### src/rtl/inv_sbox_pkg.sv
// Shared types, constants and the inverse affine map for the iterative inverse S-box.
// Latency: n/a (package only).
// Backpressure: n/a (package only).
package inv_sbox_pkg;

    typedef enum logic [1:0] {
        IDLE = 2'd0,
        EXP  = 2'd1,
        DONE = 2'd2
    } state_t;

    localparam logic [7:0] GF_RED    = 8'h1B;  // x^8 = x^4 + x^3 + x + 1
    localparam logic [7:0] INV_AFF_C = 8'h05;
    localparam logic [7:0] EXP_VAL   = 8'hFE;  // 254: x^254 == x^-1 in GF(2^8)
    localparam int         EXP_ITERS = 8;

    // Inverse of the AES affine transform: x_i = b_(i+2) ^ b_(i+5) ^ b_(i+7) ^ c_i
    function automatic logic [7:0] inv_affine(input logic [7:0] b);
        logic [7:0] x;
        for (int i = 0; i < 8; i++) begin
            x[i] = b[(i + 2) % 8] ^ b[(i + 5) % 8] ^ b[(i + 7) % 8] ^ INV_AFF_C[i];
        end
        return x;
    endfunction

endpackage

### src/rtl/inv_sbox_seq_gf_mul8.sv
// Combinational GF(2^8) multiply modulo x^8+x^4+x^3+x+1.
// Latency: 0 cycles (pure combinational).
// Backpressure: none; output follows inputs.
module gf_mul8
    import inv_sbox_pkg::*;
(
    input  logic [7:0] a,
    input  logic [7:0] b,
    output logic [7:0] p
);

    logic [7:0] acc;
    logic [7:0] sh;

    // Shift-and-add: accumulate a*x^i for each set bit of b, reducing as a is shifted.
    always_comb begin
        acc = 8'h00;
        sh  = a;
        for (int i = 0; i < 8; i++) begin
            if (b[i]) begin
                acc = acc ^ sh;
            end
            sh = {sh[6:0], 1'b0} ^ (sh[7] ? GF_RED : 8'h00);
        end
        p = acc;
    end

endmodule

### src/rtl/inv_sbox_seq.sv
// Iterative AES inverse S-box: inverse affine, then x^254 by square-and-multiply.
// Latency: accept at edge N, out_valid after edge N+8; one byte per 10 cycles at best.
// Backpressure: result held in DONE (in_ready low) until out_ready; INV_SBOX_SCAN_EN adds a 21-bit scan chain.
module inv_sbox_seq
    import inv_sbox_pkg::*;
(
    input  logic       clk,
    input  logic       rst,
    input  logic [7:0] in,
    input  logic       in_valid,
    output logic       in_ready,
    output logic [7:0] out,
    output logic       out_valid,
    input  logic       out_ready,
    input  logic       scan_en,
    input  logic       scand,
    output logic       scanq
);

    state_t     state_q, state_d;
    logic [2:0] cnt_q, cnt_d;
    logic [7:0] x_q, x_d;
    logic [7:0] r_q, r_d;

    logic [7:0] sq;
    logic [7:0] sqx;
    logic       scan_active;
    logic [20:0] chain_q;

    // Whole register file as one vector, x[0] nearest scand, state[1] at scanq.
    assign chain_q = {state_q, cnt_q, r_q, x_q};

`ifdef INV_SBOX_SCAN_EN
    logic [20:0] chain_nxt;
    assign scan_active = scan_en;
    assign chain_nxt   = {chain_q[19:0], scand};
    assign scanq       = chain_q[20];
`else
    logic unused_scan;
    assign scan_active = 1'b0;
    assign unused_scan = scan_en ^ scand ^ chain_q[20];
    assign scanq       = 1'b0;
`endif

    gf_mul8 u_sq  (.a(r_q), .b(r_q),  .p(sq));
    gf_mul8 u_mul (.a(sq),  .b(x_q),  .p(sqx));

    // Handshake flags come from state only; scan mode hides them.
    assign in_ready  = (state_q == IDLE) & ~scan_active;
    assign out_valid = (state_q == DONE) & ~scan_active;
    assign out       = r_q;

    // Next-state: FSM step, or a one-bit chain shift when scanning.
    always_comb begin
        state_d = state_q;
        cnt_d   = cnt_q;
        x_d     = x_q;
        r_d     = r_q;
        case (state_q)
            IDLE: begin
                if (in_valid) begin
                    x_d     = inv_affine(in);
                    r_d     = 8'h01;
                    cnt_d   = 3'(EXP_ITERS - 1);
                    state_d = EXP;
                end
            end
            EXP: begin
                r_d = EXP_VAL[cnt_q] ? sqx : sq;
                if (cnt_q == 3'd0) begin
                    state_d = DONE;
                end else begin
                    cnt_d = cnt_q - 3'd1;
                end
            end
            DONE: begin
                if (out_ready) begin
                    state_d = IDLE;
                end
            end
            default: state_d = IDLE;
        endcase
`ifdef INV_SBOX_SCAN_EN
        if (scan_en) begin
            state_d = state_t'(chain_nxt[20:19]);
            cnt_d   = chain_nxt[18:16];
            r_d     = chain_nxt[15:8];
            x_d     = chain_nxt[7:0];
        end
`endif
    end

    // State registers with asynchronous clear.
    always_ff @(posedge clk or posedge rst) begin
        if (rst) begin
            state_q <= IDLE;
            cnt_q   <= 3'd0;
            x_q     <= 8'h00;
            r_q     <= 8'h00;
        end else begin
            state_q <= state_d;
            cnt_q   <= cnt_d;
            x_q     <= x_d;
            r_q     <= r_d;
        end
    end

endmodule
### config.mk
export PLATFORM = sky130hd
export DESIGN_NAME = inv_sbox_seq
export DESIGN_NICKNAME = d
export VERILOG_FILES = /design/src/rtl/inv_sbox_pkg.sv /design/src/rtl/inv_sbox_seq_gf_mul8.sv /design/src/rtl/inv_sbox_seq.sv
export SDC_FILE = /design/constraint.sdc
export NUM_CORES = 1
export LEC_CHECK = 0
export CAP_MARGIN = 20
export CORE_MARGIN = 1
export CORE_UTILIZATION = 60
export CTS_CLUSTER_DIAMETER = 120
export CTS_CLUSTER_SIZE = 40
export DETAILED_ROUTE_END_ITERATION = 10
export PLACE_DENSITY_LB_ADDON = 0.25
export SLEW_MARGIN = 20
export SYNTH_ARGS = -nofsm -noshare
export SYNTH_HDL_FRONTEND = slang
export SYNTH_SLANG_ARGS = --single-unit
### constraint.sdc
create_clock -name clk -period 3.8 [get_ports clk]
set_input_delay 0.38 -clock clk [delete_from_list [all_inputs] [get_ports clk]]
set_output_delay 0.38 -clock clk [all_outputs]
set_load 0.03 [all_outputs]
==> results.toml <==
[clock_tree]
htree_levels = 1
clkLatencyLatePin_ps = 270
cts_tree = "built"
cts_setup_buffers = 0
cts_buffers = 3
ctsResizeCount = 0
cts_sinks = 21
clockBufferDepth = 2
postCtsHoldBufs = 0
clkSlewWorstSetupHoldPaths_ps = 80
cts-root-buf = "clkbuf_8"

[sta]
tns_ps = 0
fin_crit_ps = 3420
fmax_mhz = 292
setup_viol = 0
tightest_slew_ps = 783
hold_viol_final = 0
timing.hold.ws_ps = 475
relSlewSlack_pct = 47.7
fin_crit_sh_pct = 90.0
rsz0062_at_grt = "no"
slew_viol_final = 0
finClkSkew_ps = 4.83

[logic_synthesis]
synth.distinct_cells = 51
synth-seq-cells = 21
synth.cell_area_sq_um = 2950
synth_edf_count = 0
yosysWarnings = 0
synth-main-ff-cell = "dfrtp_1"
synthCells = 341
avgSynthCellArea_sq_um = 8.65
ys_seq_area_share_pct = 17.8
syn-num-nets = 358
synthArstFlopShare_pct = 100

[die]
die_area_sq_um = 5200
core_area_sq_um = 4720
fp-row-count = 25
ios = 25
die_h_um = 72.1
die_width_um = 72.1
start_util_pct = 62.5

[worst_setup_path]
crit_family = "XOR/XNOR gates"
crit_path_start_kind = "flip-flop"
cp_slowest_cell = "xor2_1"
path_class = "flip-flop to flip-flop"
r2r_end = "out[2]"
cp_max_fo = 10
worstPathArrival_ps = 3560
crit_path_max_incr_delay_ps = 490
critPathRequiredTime_ps = 3940
crit_path_end_kind = "flip-flop"
crit_chain = "ha_1 -> xnor2_2 -> a21oi_2 -> xnor2_4 -> xor2_1 -> xnor2_1 -> mux2i_1 -> a22oi_1 -> xnor2_1 -> xnor2_1 -> o221ai_1"
rr_worst_depth = 11
cp.depth = 11
path_buf_inv = 0
crit_path_frequent_cell = "xnor2_1"
rr_startpoint = "out[0]"
crit_end = "out[2]"
startpoint = "out[0]"
r2r_slack_ps = 380

[global_route]
grt.overflow.total = 0
grt_pass1_wl_um = 11000
grt_max_degree = 22
grtUsageTotal_pct = 27.3
antenna_found_initial = 0
grt_pass1_vias = 2238

[job]
maxCapViolCount = 0

[detailed_routing]
drt_pass1_iterations = 4
wl_per_cell_um = 15.1
drc = 0
num_vias = 2374
wirelength_um = 6370
drt_iter0_drc = 146
drtAntennaViolNets = 0
vias_per_cell = 5.64

[placement]
gp_congestion = 0.854
place_hpwl_um = 4730
io_buffer_count = 21

[layout]
num_antenna_cells = 0
layout_common_cells = "nand2_1, xnor2_1, xor2_1"
synthToLayoutAreaGrowth_pct = 9.88
nets = 372
drive_above_1_share_pct = 9.60
layout_commonest_cell = "nand2_1"

[status]
status = "completed"

[worst_hold_path]
hp-class = "flip-flop to flip-flop"
==> routing by layer <==
| metal | GRT usage [%] | part of all wire, % | routed length, um |
|---|---|---|---|
| met4 | 7.63 | 1.9 | 123 |
| met2 | 46.5 | 50 | 3200 |
| met5 | 0 | 0 | 0 |
| met1 | 36.8 | 41 | 2620 |
| met3 | 3.06 | 6.7 | 428 |
==> cell families (layout without fill, tap and decap cells) <==
family                   count (synthesis)  after routing  share of synthesized area, %
AND/OR/NAND/NOR                        113            113                          17.7
XOR/XNOR                               104            104                          41.1
AO/OA/AOI/OAI                           59             59                          13.1
buffers and inverters                   31             44                          5.94
flip-flops                              21             21                          17.8
multiplexers                             9              9                          3.05
adder cells (fa/ha/maj)                  3              3                          1.27
other                                    1              1                         0.127
==> registers in the layout, summed over array words and instances, names as in the netlist <==
name	count
x_q	8
out	8
state_q	2
cnt_q	3
==> worst min-delay path by stage <==
| stage | startpoint | cells after the start | slack [ps] | end |
|---|---|---|---|---|
| 2_1_floorplan | rst | 1 | 360 | cnt_q[0] |
| 3_5_place_dp | cnt_q[0] | 1 | 470 | cnt_q[0] |
| 5_1_grt | cnt_q[0] | 1 | 490 | cnt_q[0] |
| 6_report | cnt_q[0] | 1 | 470 | cnt_q[0] |
| 4_1_cts | cnt_q[0] | 1 | 480 | cnt_q[0] |
| 3_3_place_gp | cnt_q[0] | 1 | 450 | cnt_q[0] |
==> through the flow <==
| stage | instance area (sq um) | std cells | util [%] | setup slack [ps] |
|---|---|---|---|---|
| 2_1_floorplan | 2950 | 341 | - | 345 |
| 4_1_cts | 3240 | 421 | 68.6 | 372 |
| 6_report | 3240 | 421 | 68.6 | 381 |
| 3_3_place_gp | 3190 | 417 | 67.6 | 437 |
| 5_1_grt | 3240 | 421 | 68.6 | 130 |
| 3_5_place_dp | 3190 | 417 | 67.6 | 402 |
==> synthesized netlist by cell type, types with 3 or more instances <==
cell type,count,share of area [%]
o22ai_1,3,0.64
xnor2_1,52,15
nor2_1,12,1.5
xnor2_2,5,2.8
nand2_1,65,8.3
a31oi_1,4,0.85
xor2_1,28,8.3
buf_6,4,1.5
buf_4,7,1.8
nand2b_1,13,2.8
clkbuf_1,11,1.4
xnor3_1,10,7.6
inv_1,7,0.89
dfrtp_1,21,18
a21oi_1,14,2.4
mux2i_1,9,3.1
nand3_1,3,0.51
o21ai_0,17,2.9
nor2b_1,9,1.9
ha_1,3,1.3
xor3_1,3,2.4
o221ai_1,3,0.89
==> cell type report <==
type / instances / area, sq um
clock buffers: 3 / 41.3
clock inverters: 1 / 7.51
fillers: 374 / 1480
inverters: 7 / 26.3
multi-input cells: 289 / 2260
flip-flops and latches: 21 / 526
well taps: 67 / 83.8
repair buffers: 33 / 300
Power is left out: the tool's default activity adds up to more than one toggle a clock period on the data nets, which glitch-free logic cannot reach.
